--- config.mk ---
export PLATFORM = sky130hd
export DESIGN_NAME = sgpr_rd_arbiter
export DESIGN_NICKNAME = d
export VERILOG_FILES = /design/src/rtl/salu_instr_pkg.sv /design/src/rtl/sgpr_arb_tag_fifo.sv /design/src/rtl/sgpr_rd_arbiter.sv
export SDC_FILE = /design/constraint.sdc
export NUM_CORES = 1
export LEC_CHECK = 0
export BUFFER_PORTS_ARGS = -buffer_cell sky130_fd_sc_hd__buf_4
export CORE_ASPECT_RATIO = 0.9
export CORE_UTILIZATION = 42
export DETAILED_ROUTE_END_ITERATION = 7
export HOLD_SLACK_MARGIN = 0.06
export PLACE_DENSITY = 0.9
export SETUP_SLACK_MARGIN = 0.1
export SLEW_MARGIN = 20
export SYNTH_ARGS = -nofsm -noshare
export SYNTH_HDL_FRONTEND = slang
export SYNTH_SLANG_ARGS = --single-unit
--- constraint.sdc ---
create_clock -name clk -period 3.5 [get_ports clk]
set_input_delay 0.525 -clock clk [delete_from_list [all_inputs] [get_ports clk]]
set_output_delay 0.525 -clock clk [all_outputs]
set_load 0.05 [all_outputs]
--- src/rtl/salu_instr_pkg.sv ---
// ============================================================================
//  Module  : salu_instr_pkg
//  Purpose : Shared SALU/SGPR types used by the issue stages, the SGPR file
//            and the SGPR read-port arbiter.
//  Contents: SGPR_ADDR_W / sgpr_addr_t  - SGPR index width and type
//            SGPR_RD_NUM_REQ / req_idx_t - read-port requester tag type
//  Revision: 1.0 - initial release
// ============================================================================
`default_nettype none

package salu_instr_pkg;

  localparam int SGPR_ADDR_W = 7;
  typedef logic [SGPR_ADDR_W-1:0] sgpr_addr_t;

  // Default number of requesters sharing the SGPR read port; the tag type
  // identifies which requester owns an outstanding read.
  localparam int SGPR_RD_NUM_REQ = 4;
  typedef logic [$clog2(SGPR_RD_NUM_REQ)-1:0] req_idx_t;

endpackage : salu_instr_pkg

`default_nettype wire

--- src/rtl/sgpr_arb_tag_fifo.sv ---
// ============================================================================
//  Module  : sgpr_arb_tag_fifo
//  Purpose : Synchronous FIFO of requester tags, one entry per outstanding
//            SGPR read. Push is refused when full, pop ignored when empty.
//  Ports   : clk, rst (async, active-high)
//            push / push_tag  - enqueue a tag
//            pop              - dequeue the head
//            head_tag         - current head entry
//            full, empty, count - registered occupancy status
//  Revision: 1.0 - initial release
// ============================================================================
`default_nettype none

module sgpr_arb_tag_fifo
  import salu_instr_pkg::*;
#(
  parameter int DEPTH = 4,
  parameter int TAG_W = $bits(req_idx_t)
) (
  input  logic                     clk,
  input  logic                     rst,
  input  logic                     push,
  input  logic [TAG_W-1:0]         push_tag,
  input  logic                     pop,
  output logic [TAG_W-1:0]         head_tag,
  output logic                     full,
  output logic                     empty,
  output logic [$clog2(DEPTH):0]   count
);

  localparam int PTR_W = $clog2(DEPTH);
  localparam int CNT_W = $clog2(DEPTH) + 1;

  logic [TAG_W-1:0] storage [DEPTH];
  logic [PTR_W-1:0] wr_ptr;
  logic [PTR_W-1:0] rd_ptr;
  logic             do_push;
  logic             do_pop;

  // Status comes from registered occupancy only, so a pop in the same cycle
  // never frees room for a push.
  assign full     = (count == CNT_W'(DEPTH));
  assign empty    = (count == '0);
  assign do_push  = push && !full;
  assign do_pop   = pop && !empty;
  assign head_tag = storage[rd_ptr];

  always_ff @(posedge clk) begin
    if (do_push) begin
      storage[wr_ptr] <= push_tag;
    end
  end

  // DEPTH is a power of two, so pointers wrap naturally.
  always_ff @(posedge clk or posedge rst) begin
    if (rst) begin
      wr_ptr <= '0;
      rd_ptr <= '0;
      count  <= '0;
    end else begin
      if (do_push) wr_ptr <= wr_ptr + 1'b1;
      if (do_pop)  rd_ptr <= rd_ptr + 1'b1;
      case ({do_push, do_pop})
        2'b10:   count <= count + 1'b1;
        2'b01:   count <= count - 1'b1;
        default: count <= count;
      endcase
    end
  end

endmodule : sgpr_arb_tag_fifo

`default_nettype wire

--- src/rtl/sgpr_rd_arbiter.sv ---
// ============================================================================
//  Module  : sgpr_rd_arbiter
//  Purpose : Round-robin arbiter sharing the single SGPR-file read port among
//            NUM_REQ issue stages. A stalled grant is locked until accepted;
//            in-order responses are routed back using a tag FIFO.
//  Ports   : clk, rst (async, active-high)
//            req_valid/req_ready/req_addr          - per-requester requests
//            mem_req_valid/mem_req_ready/mem_req_addr - SGPR file request
//            mem_resp_valid/mem_resp_ready/mem_resp_data - SGPR file response
//            resp_valid/resp_ready/resp_data       - per-requester responses
//            outstanding                           - tag FIFO occupancy
//            err_unexpected_resp                   - sticky stray-response flag
//  Revision: 1.0 - initial release
// ============================================================================
`default_nettype none

module sgpr_rd_arbiter
  import salu_instr_pkg::*;
#(
  parameter int NUM_REQ         = 4,
  parameter int ADDR_W          = SGPR_ADDR_W,
  parameter int DATA_W          = 32,
  parameter int MAX_OUTSTANDING = 4
) (
  input  logic                               clk,
  input  logic                               rst,
  input  logic [NUM_REQ-1:0]                 req_valid,
  output logic [NUM_REQ-1:0]                 req_ready,
  input  logic [NUM_REQ*ADDR_W-1:0]          req_addr,
  output logic                               mem_req_valid,
  input  logic                               mem_req_ready,
  output logic [ADDR_W-1:0]                  mem_req_addr,
  input  logic                               mem_resp_valid,
  output logic                               mem_resp_ready,
  input  logic [DATA_W-1:0]                  mem_resp_data,
  output logic [NUM_REQ-1:0]                 resp_valid,
  input  logic [NUM_REQ-1:0]                 resp_ready,
  output logic [DATA_W-1:0]                  resp_data,
  output logic [$clog2(MAX_OUTSTANDING):0]   outstanding,
  output logic                               err_unexpected_resp
);

  localparam int IDX_W = $clog2(NUM_REQ);

  logic [IDX_W-1:0] rr_ptr;
  logic [IDX_W-1:0] locked_idx;
  logic             lock;
  logic [IDX_W-1:0] grant;
  logic [IDX_W-1:0] head;
  logic             candidate;
  logic             fifo_full;
  logic             fifo_empty;
  logic             push;
  logic             pop;

  // Grant: locked requester, else first valid requester starting at rr_ptr.
  // The scan runs farthest-first so the closest match is the last write.
  always_comb begin
    grant = rr_ptr;
    if (lock) begin
      grant = locked_idx;
    end else begin
      for (int k = NUM_REQ - 1; k >= 0; k--) begin
        if (req_valid[(int'(rr_ptr) + k) % NUM_REQ]) begin
          grant = IDX_W'((int'(rr_ptr) + k) % NUM_REQ);
        end
      end
    end
  end

  assign candidate     = req_valid[grant];
  assign mem_req_valid = candidate && !fifo_full;
  assign mem_req_addr  = req_addr[int'(grant)*ADDR_W +: ADDR_W];
  assign push          = mem_req_valid && mem_req_ready;

  always_comb begin
    req_ready = '0;
    if (mem_req_valid && mem_req_ready) begin
      req_ready[grant] = 1'b1;
    end
  end

  // Responses: route to the FIFO head's owner. With nothing outstanding any
  // arriving response is drained (ready follows valid) and flagged.
  always_comb begin
    resp_valid = '0;
    if (!fifo_empty) begin
      resp_valid[head] = mem_resp_valid;
    end
  end

  assign mem_resp_ready = fifo_empty ? mem_resp_valid : resp_ready[head];
  assign resp_data      = mem_resp_data;
  assign pop            = !fifo_empty && mem_resp_valid && mem_resp_ready;

  always_ff @(posedge clk or posedge rst) begin
    if (rst) begin
      rr_ptr              <= '0;
      lock                <= 1'b0;
      locked_idx          <= '0;
      err_unexpected_resp <= 1'b0;
    end else begin
      // Lock holds the grant steady for as long as the SGPR file stalls it.
      lock <= mem_req_valid && !mem_req_ready;
      if (mem_req_valid && !mem_req_ready) begin
        locked_idx <= grant;
      end
      if (push) begin
        rr_ptr <= (int'(grant) == NUM_REQ - 1) ? '0 : grant + 1'b1;
      end
      if (fifo_empty && mem_resp_valid) begin
        err_unexpected_resp <= 1'b1;
      end
    end
  end

  sgpr_arb_tag_fifo #(
    .DEPTH (MAX_OUTSTANDING),
    .TAG_W (IDX_W)
  ) u_tag_fifo (
    .clk      (clk),
    .rst      (rst),
    .push     (push),
    .push_tag (grant),
    .pop      (pop),
    .head_tag (head),
    .full     (fifo_full),
    .empty    (fifo_empty),
    .count    (outstanding)
  );

endmodule : sgpr_rd_arbiter

`default_nettype wire
==> flow_summary.toml <==
[outcome]
status = "finished with violations"
violations = "DRC"

[drt]
vias = 1350
drtPass1Iterations = 6
ant_nets = 0
wl_per_cell_um = 13.4
routed_wl_mm = 3.46
viasPerCell = 5.23
drc = 22
drtIter0Drc = 64

[grt]
first_global_vias = 1267
grt_overflow = 0
grt.total_usage = 0.155
grt_max_degree = 25
antenna_found_initial = 0
grt_pass1_wl_mm = 5.52

[cells_and_area]
final_util = 0.511
layout.nets = 293
design_area_mm2 = 0.00208
final_cell_mix = "63 x buf_4, 13 x dfrtp_1, 11 x mux2i_1, 11 x a21oi_1"
drive_gt1_frac = 0.362
fin_cells = 258
layout_commonest_cell = "buf_4"
area_growth_pct = 16.6
antenna-diode-count = 0

[synth]
avgSynthCellArea_um2 = 9.75
syn_area_mm2 = 0.00178
synthCells = 183
async_flop_share = 0.619
synth-seq-cells = 21
synth_edf_count = 8
ys_warn_count = 0
yosysUniqueCellTypes = 40
ys.flop_type = "dfrtp_1"
syn_nets = 265
yosysSeqAreaShare = 0.317

[timing]
final.setup_skew_ns = 0.00890
timing.final.crit_share = 0.853
rsz0062_at_grt = "no"
period_needed_ns = 2.98
drv_slew = 0
hold_violations = 0
max_freq_ghz = 0.335
tns_ns = 0
max_slew_margin = 0.635
worst_pin_slew_ns = 0.546
setup_viol = 0
timing.hold.ws_ns = 0.312

[power]
pwr_density_cell_mw_per_mm2 = 1140
p_leak_uw = 0.000970
ir_drop_mv = 0.511

[setup_path]
r2r_slack_ns = 0.58
critPathCaptureType = "primary output"
critPathKind = "reg -> out"
worstPathArrival_ns = 2.46
critPathMaxFanout = 13
cp-start-kind = "flip-flop"
rr_endpoint = "u_tag_fifo.count[2]"
required_ns = 2.97
r2r_cells = 12
reg2reg_from = "rr_ptr[1]"

[floorplanning]
fp.coreArea_mm2 = 0.00407
start_util = 0.438
die-width_um = 70.7
io_pins = 125
placementRows = 22
die_h_um = 63.8
dieArea_mm2 = 0.00451

[hold_path]
holdCritPathClass = "in -> async"

[clock_network]
cts_buffer_depth = 2
htreeDepth = 1
cts_tree = "done"
cts_setup_buffers = 0
cts_made_buffers = 3
clk_pin_slew_ns = 0.08
clock-root-buffer = "clkbuf_8"
hold_buffers = 0
post_cts_resized = 0
clock_latency_ns = 0.26
cts_sinks = 21

[placement]
dpl.cell_count = 254
placed_cell_area_mm2 = 0.00204
port_buffers = 60
dpl.hpwl_mm = 2.68
gp_congestion = 0.767

[run]
maxCapViolCount = 0
[routing by layer]
layer | share of wire | GRT usage | wire, um | up-vias
li1 | - | - | - | 657
met1 | 0.43 | 0.185 | 1470 | 631
met2 | 0.50 | 0.276 | 1720 | 50
met3 | 0.062 | 0.0252 | 216 | 12
met4 | 0.016 | 0.0625 | 55 | 0
met5 | 0 | 0 | 0 | -
[layout make-up]
class	count	area [um^2]
fillers	398	1990
multi-input cells	111	896
flip-flops and latches	21	566
repair buffers	63	473
well taps	48	60.1
clock buffers	4	45.0
inverters	11	41.3
[worst max path at each step]
stage,from,endpoint
finish,rr_ptr[1],req_ready[1]
global route,rr_ptr[1],req_ready[1]
CTS,rr_ptr[1],req_ready[1]
detailed placement,req_valid[0],u_tag_fifo.count[2]
global placement,req_valid[0],u_tag_fifo.count[2]
floorplan,req_valid[2],u_tag_fifo.count[2]
[worst max-delay path, cell delays in order, from the launching register on]
cell      delay, ns
dfrtp_1        0.51
mux2i_1        0.26
a21oi_1        0.13
a221o_1        0.37
o211ai_1       0.15
o2111a_2       0.40
and2_1         0.19
buf_4          0.20
[registers in the layout, summed over array words and instances, names as in the netlist]
name / cells
err_unexpected_resp: 1
lock: 1
locked_idx: 2
rr_ptr: 2
u_tag_fifo.count: 3
u_tag_fifo.rd_ptr: 2
u_tag_fifo.storage: 8
u_tag_fifo.wr_ptr: 2
[cell families after synthesis]
| group | count (synthesis) | share of synthesized area |
|---|---|---|
| flops | 21 | 0.317 |
| fa+ha+maj | 10 | 0.0743 |
| xor+xnor | 6 | 0.0295 |
| buf+inv | 51 | 0.181 |
| mux | 19 | 0.137 |
| simple gates | 42 | 0.130 |
| compound gates | 34 | 0.131 |
[Yosys cell counts (2+ instances only)]
cell	instances	area, um^2
edfxtp_1	8	240
mux2_2	2	22.5
nor2b_1	10	62.6
xor2_1	3	26.3
a21oi_1	11	55.1
a211oi_1	7	52.6
xnor2_1	3	26.3
clkbuf_1	3	11.3
o211ai_1	2	15.0
ha_1	9	113
and2_1	10	62.6
mux2_4	3	45.0
mux2i_1	11	110
dfrtp_1	13	325
buf_4	32	240
inv_1	10	37.5
nand2_1	5	18.8
nor2_1	9	33.8
o21ai_0	5	25.0
buf_2	3	15.0
mux4_2	3	67.6
nor3_1	2	10.0
nand2b_1	2	12.5
[through the flow]
step                      power [uW]  worst slack (ns)
final                           2360             0.516
after CTS                       2390             0.516
after global placement          2190             0.357
after global routing            2540             0.363
after detailed placement        2230             0.310
after floorplan                 1880             0.205
[report_power, final]
part / internal (uW) / total [uW] / switching (uW)
combinational: 636 / 1720 / 1090
clock: 80.9 / 154 / 73.2
sequential: 382 / 488 / 106
No activity file was read; power rests on OpenSTA's default activity.
